$ cat src/rtl/bubble_output_sequencer.sv
// ---------------------------------------------------------------------------
// bubble_output_sequencer
//
// Plays back one bubble-memory read through the output buffer. A START
// request waits for the page loader to report the buffer ready. The block
// then presents the access type and the current bit index, and issues a
// one-cycle active-low read tick once every BIT_PERIOD MCLK cycles until
// every bit of the boot loop or user page has been read. A final flush tick
// with ACCTYPE=000 returns the buffer data outputs to their idle level.
//
// Parameters
//   BIT_PERIOD   MCLK cycles per bubble bit (2..4095)
//   BOOT_LEN     bits per boot read
//   USER_LEN     bits per user-page read
//
// Ports
//   MCLK          in   48 MHz clock, rising edge
//   nRESET        in   asynchronous active-low reset
//   START         in   one-cycle request pulse, honoured only when idle
//   REQUSER       in   read type sampled with START (0 boot, 1 user)
//   BUFRDY        in   page loader reports buffer contents valid
//   ABORT         in   terminate the current read through a flush
//   ACCTYPE       out  3'b110 boot / 3'b111 user while reading, else 3'b000
//   BOUTCYCLENUM  out  current bit index
//   nBOUTCLKEN    out  read tick, low for one cycle per bit
//   BUSY          out  high from accepted START until DONE
//   DONE          out  one-cycle completion pulse
// ---------------------------------------------------------------------------
module bubble_output_sequencer #(
    parameter int unsigned BIT_PERIOD = 480,
    parameter int unsigned BOOT_LEN   = 4106,
    parameter int unsigned USER_LEN   = 584
) (
    input  logic        MCLK,
    input  logic        nRESET,
    input  logic        START,
    input  logic        REQUSER,
    input  logic        BUFRDY,
    input  logic        ABORT,
    output logic [2:0]  ACCTYPE,
    output logic [12:0] BOUTCYCLENUM,
    output logic        nBOUTCLKEN,
    output logic        BUSY,
    output logic        DONE
);

    typedef enum logic [2:0] {
        S_IDLE,
        S_WAITBUF,
        S_RUN,
        S_FLUSH,
        S_DONE
    } state_t;

    localparam logic [11:0] PRESC_LAST = 12'(BIT_PERIOD - 1);
    localparam logic [12:0] BOOT_LAST  = 13'(BOOT_LEN - 1);
    localparam logic [12:0] USER_LAST  = 13'(USER_LEN - 1);
    localparam logic [2:0]  ACC_IDLE   = 3'b000;
    localparam logic [2:0]  ACC_BOOT   = 3'b110;
    localparam logic [2:0]  ACC_USER   = 3'b111;

    state_t      state_q, state_d;
    logic        user_q, user_d;
    logic [11:0] presc_q, presc_d;
    logic [12:0] idx_q, idx_d;
    logic [2:0]  acc_q, acc_d;
    logic        nclken_q, nclken_d;
    logic        busy_q, busy_d;
    logic        done_q, done_d;

    logic        presc_wrap;
    logic [12:0] last_idx;

    // Next-state logic. Every output is a register, so each output value is
    // derived from the state that is current when the edge arrives. In
    // particular ACCTYPE keeps the read type through the cycle of the last
    // RUN tick, and only drops to 000 once the flush has begun.
    always_comb begin
        presc_wrap = (presc_q == PRESC_LAST);
        last_idx   = user_q ? USER_LAST : BOOT_LAST;

        state_d  = state_q;
        user_d   = user_q;
        presc_d  = presc_q;
        idx_d    = idx_q;
        acc_d    = ACC_IDLE;
        nclken_d = 1'b1;
        busy_d   = busy_q;
        done_d   = 1'b0;

        unique case (state_q)
            S_IDLE: begin
                presc_d = '0;
                idx_d   = '0;
                busy_d  = 1'b0;
                if (START) begin
                    user_d  = REQUSER;
                    busy_d  = 1'b1;
                    state_d = S_WAITBUF;
                end
            end

            S_WAITBUF: begin
                if (ABORT) begin
                    presc_d = '0;
                    state_d = S_FLUSH;
                end else if (BUFRDY) begin
                    presc_d = '0;
                    idx_d   = '0;
                    state_d = S_RUN;
                end
            end

            S_RUN: begin
                acc_d = user_q ? ACC_USER : ACC_BOOT;
                if (ABORT) begin
                    // An abort takes priority over a tick due on the same edge.
                    presc_d = '0;
                    state_d = S_FLUSH;
                end else begin
                    presc_d = presc_wrap ? 12'd0 : presc_q + 12'd1;
                    // The index advances on the edge that ends the tick, so
                    // it is steady for the whole tick cycle and the cycle
                    // before it.
                    if (!nclken_q) begin
                        idx_d = idx_q + 13'd1;
                    end
                    if (presc_wrap) begin
                        nclken_d = 1'b0;
                        if (idx_q == last_idx) begin
                            state_d = S_FLUSH;
                        end
                    end
                end
            end

            S_FLUSH: begin
                presc_d = presc_wrap ? 12'd0 : presc_q + 12'd1;
                if (presc_wrap) begin
                    nclken_d = 1'b0;
                    state_d  = S_DONE;
                end
            end

            S_DONE: begin
                idx_d   = '0;
                busy_d  = 1'b0;
                done_d  = 1'b1;
                state_d = S_IDLE;
            end

            default: begin
                state_d = S_IDLE;
            end
        endcase
    end

    always_ff @(posedge MCLK or negedge nRESET) begin
        if (!nRESET) begin
            state_q  <= S_IDLE;
            user_q   <= 1'b0;
            presc_q  <= '0;
            idx_q    <= '0;
            acc_q    <= ACC_IDLE;
            nclken_q <= 1'b1;
            busy_q   <= 1'b0;
            done_q   <= 1'b0;
        end else begin
            state_q  <= state_d;
            user_q   <= user_d;
            presc_q  <= presc_d;
            idx_q    <= idx_d;
            acc_q    <= acc_d;
            nclken_q <= nclken_d;
            busy_q   <= busy_d;
            done_q   <= done_d;
        end
    end

    assign ACCTYPE      = acc_q;
    assign BOUTCYCLENUM = idx_q;
    assign nBOUTCLKEN   = nclken_q;
    assign BUSY         = busy_q;
    assign DONE         = done_q;

endmodule

$ cat config.mk
export PLATFORM = sky130hd
export DESIGN_NAME = bubble_output_sequencer
export DESIGN_NICKNAME = d
export VERILOG_FILES = /design/src/rtl/bubble_output_sequencer.sv
export SDC_FILE = /design/constraint.sdc
export NUM_CORES = 1
export LEC_CHECK = 0
export BUFFER_PORTS_ARGS = -buffer_cell sky130_fd_sc_hd__buf_2
export CAP_MARGIN = 10
export CELL_PAD_IN_SITES_DETAIL_PLACEMENT = 1
export CELL_PAD_IN_SITES_GLOBAL_PLACEMENT = 1
export CORE_UTILIZATION = 44
export DETAILED_ROUTE_END_ITERATION = 7
export GPL_TIMING_DRIVEN = 1
export PLACE_DENSITY_LB_ADDON = 0.1
export SYNTH_ARGS = -nofsm -noshare
export SYNTH_HDL_FRONTEND = slang
export SYNTH_SLANG_ARGS = --single-unit
$ cat constraint.sdc
create_clock -name MCLK -period 2.3 [get_ports MCLK]
set_input_delay 0.23 -clock MCLK [delete_from_list [all_inputs] [get_ports MCLK]]
set_output_delay 0.23 -clock MCLK [all_outputs]
set_load 0.05 [all_outputs]
# Word level (Yosys, flattened, before mapping)

Cells that the tools add are included.

Bits in registers: 35
Input bits: 6
Output and inout port bits: 19

$add $sub $neg: 2
Eq/ne operators: 15
Multiplexer cells: 27
Reductions and logical operators: 9

Operator list:

| operator                                             | count |
|---|---|
| two-way mux 13 bit                                   | 5 |
| two-way mux 12 bit                                   | 4 |
| one-hot mux 12 bit (4 select lines)                  | 1 |
| one-hot mux 13 bit (3 select lines)                  | 1 |
| two-way mux 3 bit                                    | 8 |
| adder 13 x 1 -> 13 bit, second input constant        | 1 |
| equality test 13 bit                                 | 1 |
| adder 12 x 1 -> 12 bit, second input constant        | 1 |
| equality test 12 x 9 -> 1 bit, second input constant | 1 |
| != test 2 bit, second input constant                 | 6 |
| one-hot mux 3 bit (4 select lines)                   | 1 |
| AND reduction 5 bit                                  | 2 |
| != test 3 bit, second input constant                 | 3 |
| equality test 3 x 2 -> 1 bit, second input constant  | 2 |
| two-way mux 1 bit                                    | 5 |
| one-hot mux 1 bit (2 select lines)                   | 2 |
| AND reduction 2 bit                                  | 2 |
| nonzero test 4 bit                                   | 1 |
| equality test 3 x 1 -> 1 bit, second input constant  | 1 |
| equality test 3 bit, second input constant           | 1 |
| logical NOT 3 bit                                    | 1 |
| nonzero test 3 bit                                   | 1 |
| nonzero test 2 bit                                   | 1 |
| OR reduction 2 bit                                   | 1 |

# Longest topological paths before layout

Gate-level depths: netlist of run 1.

Word-level depth: 6
Depth in mapped cells: 8
Depth with buffers taken out: 6

# Worst setup path before layout of run 1

No wires, ideal clock.

Kind: reg2reg
Start point: reg idx_q[1], in the netlist BOUTCYCLENUM[1]
End point: reg idx_q[10], in the netlist BOUTCYCLENUM[10]
Library setup time: 0.132 ns
Arrival time: 1.640 ns
Slack: 0.528 ns
Stages on the path, launching flop included: 7
Clock period less this slack: 1.772 ns
Cell sequence: dfrtp_1 > ha_1 > and3_1 > nand2_1 > nor3_1 > xnor2_1 > nor2_1

Word-level cells in the longest chain between the ends: 4

RTL lines:

| element                             | line | source |
|---|---|---|
| start: declaration                  | 65   | `logic [12:0] idx_q, idx_d;` |
| start signal: assignment            | 172  | `idx_q <= idx_d;` |
| adder 13 x 1 -> 13 bit              | 126  | `idx_d = idx_q + 13'd1;` |
| two-way mux 13 bit                  | 125  | `if (!nclken_q) begin` |
| two-way mux 13 bit                  | 116  | `if (ABORT) begin` |
| one-hot mux 13 bit (3 select lines) | 91   | `unique case (state_q)` |

Every way passes these cells. The select of a mux whose other input is x is not followed.
A chain may end at the register's enable or synchronous reset.

# Worst setup path after layout of run 1

Start point: reg state_q[0]
End point: reg idx_q[8], in the netlist BOUTCYCLENUM[8]

Word-level cells in the longest chain between the ends: 4

RTL lines:

| element                                                         | line | source |
|---|---|---|
| start: declaration                                              | 62   | `state_t state_q, state_d;` |
| start signal: assignment                                        | 169  | `state_q <= state_d;` |
| equality test 3 bit / logical NOT 3 bit (equally long branches) | 91   |  |
| OR reduction 2 bit (no line)                                    | --   |  |
| nonzero test 3 bit (no line)                                    | --   |  |
| AND reduction 5 bit (no line)                                   | --   |  |

Several ways; a longest one is shown, not always the timed one.

==> results.yml, run 1 <==
sta:
  finalHoldViolations: 0
  max_slew.worst_pin.slew_ps: 760
  relSlewSlack_pct: 49.4
  finalCritPeriodShare_pct: 85.7
  rsz0062_at_grt: "no"
  fin_hold_ws_ps: 1.14
  period_minus_slack_ps: 1970
  setup_tns_ps: 0
  final-max-slew-violation-count: 0
  setup_viol: 0
  max_freq_mhz: 507
  clock_skew_ps: 9.49
clock_network:
  htree_levels: 2
  clk_latency_ps: 300
  numCtsBuffers: 5
  cts_sinks: 34
  path_clk_slew_ps: 80
  post_cts_resized: 0
  clock-root-buffer: "clkbuf_8"
  postCtsHoldBufs: 0
  post_cts.repair.setup_buffers: 0
  cts_tree: "done"
  clockBufferDepth: 2
worst_setup_path:
  r2r-end: "BOUTCYCLENUM[8]"
  cp-start-kind: "flip-flop"
  cp.arrival_ps: 2140
  r2r_start: "state_q[0]"
  cp_max_fo: 15
  r2r_cells: 5
  crit_type: "reg2reg"
  critPathSlowestCell: "a32oi_2"
  path_cells: "inv_1 -> a32oi_2 -> nor3_1 -> xnor2_1 -> nor2_1"
  reg2reg_slack_ps: 330
  critPathCaptureType: "flip-flop"
  cpPeakStageDelay_ps: 650
  worstPathRequired_ps: 2470
global_routing:
  grt_use_total_pct: 23.8
  grt_pass1_vias: 1604
  grt_start_max_net_pins: 35
  grt_pass1_wl_um: 7760
  overflow: 0
  antenna_found_initial: 0
drt:
  via_per_inst: 5.87
  wl_um: 4720
  met3_length_um: 148
  drt.antenna.violating_nets: 0
  met2_length_um: 2440
  wl_met1_um: 2030
  drtIter0Drc: 99
  dr.pass1.iters: 4
  num_vias: 1580
  top_layer: "met4"
  drc: 0
  wl_per_cell_um: 17.5
floorplanning:
  die_y_um: 67.1
  die-width_um: 67.1
  rows: 23
  core_area_mm2: 0.00403
  initial_core_util_pct: 46.2
  ios: 25
  die_area_mm2: 0.00450
synthesis:
  yosys_most_used_dff: "dfrtp_1"
  seq_area_frac_synth_pct: 45.8
  syn_avg_cell_area_um2: 9.65
  synth_cells: 193
  ys_ff_latch: 34
  async_flop_share_pct: 100
  synth_area_mm2: 0.00186
  ys_types: 47
  yosys_warnings: 0
  synth.net_count: 201
  synth_edf_count: 0
power_and_ir_drop:
  peakVddDrop_uv: 401
  leakage_uw: 0.000933
  power_density_mw_per_mm2: 951
min_path:
  worstHoldPathType: "in2async"
cells_and_area:
  drive_gt1_share_pct: 21.9
  nNetsFinal: 226
  layout_common_cells: "dfrtp_1, buf_2, nor2_1"
  area_growth_pct: 12.8
  n_antenna_cell: 0
  final_common_cell: "dfrtp_1"
  nFillCells: 475
placed_design:
  place.gp.congestion: 0.789
  port_buffers: 24
  hpwl_um: 3430
status:
  status: "finished, final reports clean"
run:
  cap_violations: 0
per-layer routing:
metal	global-route usage (%)	vias to the layer above
met5	0	-
met4	12.0	0
met3	5.48	8
met2	39.8	28
met1	28.2	792
li1	-	752
state kept, by name, summed over array words and instances (netlist names):
signal,flops
nBOUTCLKEN,1
BUSY,1
presc_q,12
ACCTYPE,2
DONE,1
state_q,3
BOUTCYCLENUM,13
user_q,1
cell families after synthesis:
kind of cell / share of synthesized area, %
adders and majority gates: 1.34
DFF: 45.8
xor gates and xnor gates: 2.82
buffers and inverters: 4.70
and+or+nand+nor: 26.2
muxes: 2.82
AOI/OAI and AO/OA: 16.3
power breakdown:
group / internal, uW / leakage [uW] / switching (uW) / total (uW)
sequential: 669 / 0.000460 / 110 / 779
combinational: 217 / 0.000415 / 454 / 671
clock: 319 / 0.0000579 / 227 / 545
layout make-up:
class,instances,area [um^2],share of cell area (%)
inverter,7,26.3,1.25
clock buffer,5,68.8,3.28
tap,50,62.6,2.98
multi-input combinational,145,922,43.9
timing repair buffer,25,128,6.08
sequential,34,852,40.6
clock inverter,3,40.0,1.91
stage by stage:
stage	setup slack [ps]	instances	area [um^2]	power (uW)	utilization, %
2_1_floorplan	528	193	1860	1340	-
3_3_place_gp	387	261	1990	1430	49.4
3_5_place_dp	371	261	1990	1460	49.4
4_1_cts	317	269	2100	2020	52.1
5_1_grt	109	269	2100	2140	52.1
6_report	328	269	2100	2000	52.1
cells in the mapped netlist (2+ instances only):
cell type | n | area (um^2)
or3_1 | 3 | 18.8
a22o_1 | 2 | 17.5
o21ai_0 | 14 | 70.1
buf_6 | 3 | 33.8
buf_4 | 3 | 22.5
nor3_1 | 4 | 20.0
nand2b_1 | 6 | 37.5
mux2i_1 | 3 | 30.0
nand4_1 | 2 | 12.5
and3_1 | 7 | 43.8
a21oi_1 | 10 | 50.1
xnor2_1 | 6 | 52.6
nor2_1 | 18 | 67.6
o21ai_1 | 5 | 25.0
ha_1 | 2 | 25.0
inv_1 | 7 | 26.3
nand3b_1 | 3 | 22.5
o31ai_1 | 3 | 22.5
nand2_1 | 12 | 45.0
a311oi_1 | 2 | 17.5
and4_1 | 2 | 17.5
nand3_1 | 11 | 55.1
a31oi_1 | 5 | 31.3
nor2_4 | 2 | 22.5
mux2_2 | 2 | 22.5
dfrtp_1 | 33 | 826
nor4b_1 | 3 | 26.3
worst max-delay path by stage:
stage | slack, ps | startpoint | depth (start not counted) | end
after floorplan | 530 | BOUTCYCLENUM[1] | 6 | BOUTCYCLENUM[10]
after global placement | 390 | state_q[0] | 5 | BOUTCYCLENUM[10]
after detailed placement | 370 | state_q[0] | 5 | BOUTCYCLENUM[8]
after CTS | 320 | state_q[0] | 5 | BOUTCYCLENUM[8]
after global routing | 110 | state_q[0] | 5 | BOUTCYCLENUM[10]
final | 330 | state_q[0] | 5 | BOUTCYCLENUM[8]
worst max-delay path: cells and delay by family, from the launching register on:
kind / cells / cell delay (ps)
xor gates and xnor gates: 1 / 200
DFF: 1 / 600
AOI/OAI and AO/OA: 1 / 650
and+or+nand+nor: 2 / 210
buffers and inverters: 1 / 200
Power figures use the tool's default switching activity.
==> run 2: changes to the inputs <==
Clock period 2.3 ns to 2.2 ns, I/O delays scaled along.
==> run 2 against run 1 <==
Compared with the run above: the run now ends with negative hold slack left; fmax is 0.84% lower; wire length is 1.1% lower; clock skew is 0.89 ps lower; combinational power is 4.3% higher; final area stayed put; critical path type unchanged; largest cell class unchanged; largest power group unchanged.
==> results.yml, run 2 (synthesis results as in run 1) <==
worst_setup_path:
  crit_type: "reg2reg"
  reg2reg_slack_ps: 210
  worstPathRequired_ps: 2370
  r2r_start: "state_q[0]"
  cp_max_fo: 15
  critPathSlowestCell: "a32oi_2"
  cpPeakStageDelay_ps: 660
  cp-start-kind: "flip-flop"
  path_cells: "inv_1 -> a32oi_2 -> nor3_1 -> xnor2_1 -> nor2_1"
  critPathCaptureType: "flip-flop"
  cp.arrival_ps: 2150
  setup.worst_path.start: "state_q[0]"
run:
  cap_violations: 0
drt:
  drc: 0
  dr.pass1.iters: 4
  wl_um: 4670
  via_per_inst: 5.91
  num_vias: 1590
  drtIter0Drc: 77
  drt.antenna.violating_nets: 0
  wl_per_cell_um: 17.4
global_routing:
  grt_pass1_wl_um: 7540
  grt_use_total_pct: 23.1
  grtUsageMet3_pct: 5.99
  grt_start_max_net_pins: 35
  grt_pass1_vias: 1575
  grt_util_met2_pct: 38.8
  overflow: 0
  grt_busiest_layer: "met2"
  grt_util_met1_pct: 26.9
  antenna_found_initial: 0
sta:
  final-max-slew-violation-count: 0
  fin_hold_ws_ps: -0.900
  finalCritPeriodShare_pct: 90.4
  setup_viol: 0
  finalHoldViolations: 3
  rsz0062_at_grt: "no"
  max_slew.worst_pin.slew_ps: 781
  clock_skew_ps: 8.60
  max_freq_mhz: 503
  setup_tns_ps: 0
  period_minus_slack_ps: 1990
  relSlewSlack_pct: 47.9
clock_network:
  postCtsHoldBufs: 0
  cts_tree: "done"
  cts_sinks: 34
  clock-root-buffer: "clkbuf_8"
  post_cts.repair.setup_buffers: 0
  post_cts_resized: 0
  path_clk_slew_ps: 80
  numCtsBuffers: 5
  clk_latency_ps: 290
  htree_levels: 2
  clockBufferDepth: 2
floorplanning:
  ios: 25
  initial_core_util_pct: 46.2
  die_y_um: 67.1
  die_area_mm2: 0.00450
  rows: 23
  die-width_um: 67.1
  core_area_mm2: 0.00403
status:
  status: "complete, but fails checks"
  violations: "negative hold slack"
power_and_ir_drop:
  leakage_uw: 0.000933
  totalPowerFinal_uw: 2080
  swShare_pct: 39.6
  clkPwrFrac_pct: 27.3
  switchingPower_uw: 824
  power_density_mw_per_mm2: 993
  peakVddDrop_uv: 460
  p_int_uw: 1260
  p_comb_share_pct: 33.6
  seqPwrFrac_pct: 39.1
cells_and_area:
  final_common_cell: "dfrtp_1"
  n_antenna_cell: 0
  area_growth_pct: 12.8
  drive_gt1_share_pct: 21.9
  layout_common_cells: "dfrtp_1, buf_2, nor2_1"
  largest_register_ffs: 13
  nNetsFinal: 226
placed_design:
  place.gp.congestion: 0.789
  port_buffers: 24
  hpwl_um: 3410
min_path:
  worstHoldPathType: "in2async"
## run 2: path summary, 6_finish.rpt
| check | endpoint | depth (start not counted) |
|---|---|---|
| max | BOUTCYCLENUM[8] | 5 |
| min | BOUTCYCLENUM[0] | 1 |
| max reg2reg | BOUTCYCLENUM[8] | 5 |
| min reg2reg | presc_q[11] | 1 |
| max in group asynchronous | state_q[2] | 1 |
| min in group MCLK | user_q | 2 |
## run 2: layout make-up
type / instances / area (um^2)
repair buffers: 25 / 128
clock inverters: 3 / 40.0
multi-input cells: 145 / 922
inverters: 7 / 26.3
fillers: 471 / 1930
clock buffers: 5 / 68.8
flip-flops and latches: 34 / 852
well taps: 50 / 62.6
## run 2: power by group through the flow
stage          Combinational (uW)  Clock, uW  Sequential, uW
2_1_floorplan                 554          0             844
3_3_place_gp                  682          0             818
3_5_place_dp                  699          0             824
4_1_cts                       704        585             814
5_1_grt                       776        610             826
6_report                      700        569             815
## run 2: worst max-delay path: cells and delay by family (launching register included)
| family | cells | cell delay [ps] |
|---|---|---|
| compound gates | 1 | 660 |
| simple gates | 2 | 200 |
| buf+inv | 1 | 190 |
| flops | 1 | 600 |
| xor+xnor | 1 | 210 |
## run 2: layer usage
metal | part of all wire [%] | routed length (um)
met5 | 0 | 0
met4 | 2.3 | 109
met3 | 3.4 | 160
met2 | 51 | 2370
met1 | 43 | 2030
## run 2: through the flow
step / setup slack, ps / area (um^2) / hold slack, ps / cells / util [%]
floorplan: 428 / 1860 / -75.6 / 193 / -
global placement: 287 / 1990 / 330 / 261 / 49.4
detailed placement: 275 / 1990 / 339 / 261 / 49.4
CTS: 244 / 2100 / 20.0 / 269 / 52.1
global route: 69.0 / 2100 / 51.7 / 269 / 52.1
finish: 211 / 2100 / -0.900 / 269 / 52.1
==> run 3: changes to the inputs <==
Settings changed: CORE_MARGIN set to 4, PLACE_DENSITY set to 0.9, PLACE_DENSITY_LB_ADDON 0.1 to unset.
==> run 3 against run 2 <==
Compared with the run above: the run now ends clean; clock power down 16%; worst setup slack better by 97 ps; sequential power down 3.6%; via count down 0.38%; largest cell class unchanged; worst hold slack better by 19 ps; sequential cell count unchanged; fmax up 5.1%; highest routed layer unchanged; clock skew down 0.91 ps; register-to-register slack better by 97 ps; first-iteration DRC count up 14%.
==> results.yml, run 3 (synthesis results as in run 1) <==
cells_and_area:
  final_common_cell: "dfrtp_1"
  area_growth_pct: 12.2
  fin_cells: 270
  drive_gt1_share_pct: 21.8
  nNetsFinal: 227
  largest_register_ffs: 13
  n_antenna_cell: 0
  layout_common_cells: "dfrtp_1, buf_2, nor2_1"
  utilization_pct: 51.5
worst_setup_path:
  worstPathRequired_ps: 2400
  critPathCaptureType: "flip-flop"
  path_cells: "ha_1 -> and4_4 -> and4_1 -> nor2_4 -> o21ai_0 -> a31oi_1"
  crit_type: "reg2reg"
  cp_max_fo: 16
  critPathSlowestCell: "dfrtp_1"
  reg2reg_slack_ps: 310
  cp.arrival_ps: 2090
  cp-start-kind: "flip-flop"
  cpPeakStageDelay_ps: 410
placed_design:
  port_buffers: 24
  place.gp.congestion: 0.762
  dp_cells: 262
  hpwl_um: 3310
sta:
  clock_skew_ps: 7.69
  final-max-slew-violation-count: 0
  finalHoldViolations: 0
  rsz0062_at_grt: "no"
  max_slew.worst_pin.slew_ps: 781
  fin_hold_ws_ps: 18.1
  setup_viol: 0
  relSlewSlack_pct: 48.0
  finalCritPeriodShare_pct: 86.0
  setup_tns_ps: 0
  max_freq_mhz: 529
  period_minus_slack_ps: 1890
drt:
  drtIter0Drc: 88
  drc: 0
  via_per_inst: 5.87
  wl_per_cell_um: 16.9
  num_vias: 1584
  drt.antenna.violating_nets: 0
  dr.pass1.iters: 4
  wl_um: 4550
global_routing:
  antenna_found_initial: 0
  grt_busiest_layer: "met2"
  grt_pass1_vias: 1572
  grt_util_met2_pct: 28.3
  grtUsageMet3_pct: 2.48
  grt_use_total_pct: 18.2
  grt_util_met1_pct: 25.8
  overflow: 0
  grt_pass1_wl_um: 7620
  grt_start_max_net_pins: 35
floorplanning:
  die_area_mm2: 0.00534
  die_y_um: 73.1
  core_area_mm2: 0.00406
  initial_core_util_pct: 45.9
  ios: 25
  die-width_um: 73.1
  rows: 23
power_and_ir_drop:
  peakVddDrop_uv: 381
  leakage_uw: 0.000929
  power_density_mw_per_mm2: 967
min_path:
  worstHoldPathType: "in2async"
clock_network:
  post_cts_resized: 0
  numCtsBuffers: 5
  path_clk_slew_ps: 60
  post_cts.repair.setup_buffers: 0
  cts_tree: "done"
  clk_latency_ps: 280
  clockBufferDepth: 2
  htree_levels: 2
  cts_sinks: 34
  clock-root-buffer: "clkbuf_8"
  postCtsHoldBufs: 0
status:
  status: "finished, final reports clean"
run:
  cap_violations: 0
run 3: final timing paths:
path | from | end | cells past startpoint
hold / removal | nRESET | presc_q[4] | 1
setup reg to reg | presc_q[0] | presc_q[7] | 6
setup / recovery | presc_q[0] | presc_q[7] | 6
hold reg to reg | presc_q[11] | presc_q[11] | 1
min in group MCLK | REQUSER | user_q | 2
max in group asynchronous | nRESET | presc_q[7] | 1
run 3: critical path: cells and delay by family, from the launching register on:
family / cells / cell delay [ps]
AOI/OAI and AO/OA: 2 / 340
adders and majority gates: 1 / 250
DFF: 1 / 410
and+or+nand+nor: 3 / 810
run 3: where the power goes:
group | total (uW) | leakage (uW) | switching, uW | internal [uW]
Clock | 479 | 0.0000482 | 226 | 253
Sequential | 786 | 0.000460 | 85.7 | 700
Combinational | 756 | 0.000420 | 516 | 239
run 3: metrics by stage:
stage | power (uW) | cell area (um^2) | setup slack [ps]
finish | 2020 | 2090 | 308
global route | 2140 | 2090 | 157
CTS | 2040 | 2090 | 307
detailed placement | 1550 | 2000 | 317
global placement | 1510 | 2000 | 349
floorplan | 1400 | 1860 | 428
run 3: metal layers:
metal	part of all wire, %	up-vias
met1	48	794
met5	0	-
li1	-	758
met4	0.99	0
met2	48	28
met3	2.9	4
run 3: layout make-up:
class / count / area [um^2]
clock buffers: 7 / 86.3
clock inverters: 1 / 5.00
fillers: 488 / 1970
inverters: 7 / 26.3
multi-input cells: 145 / 922
flip-flops and latches: 34 / 852
well taps: 50 / 62.6
repair buffers: 26 / 135
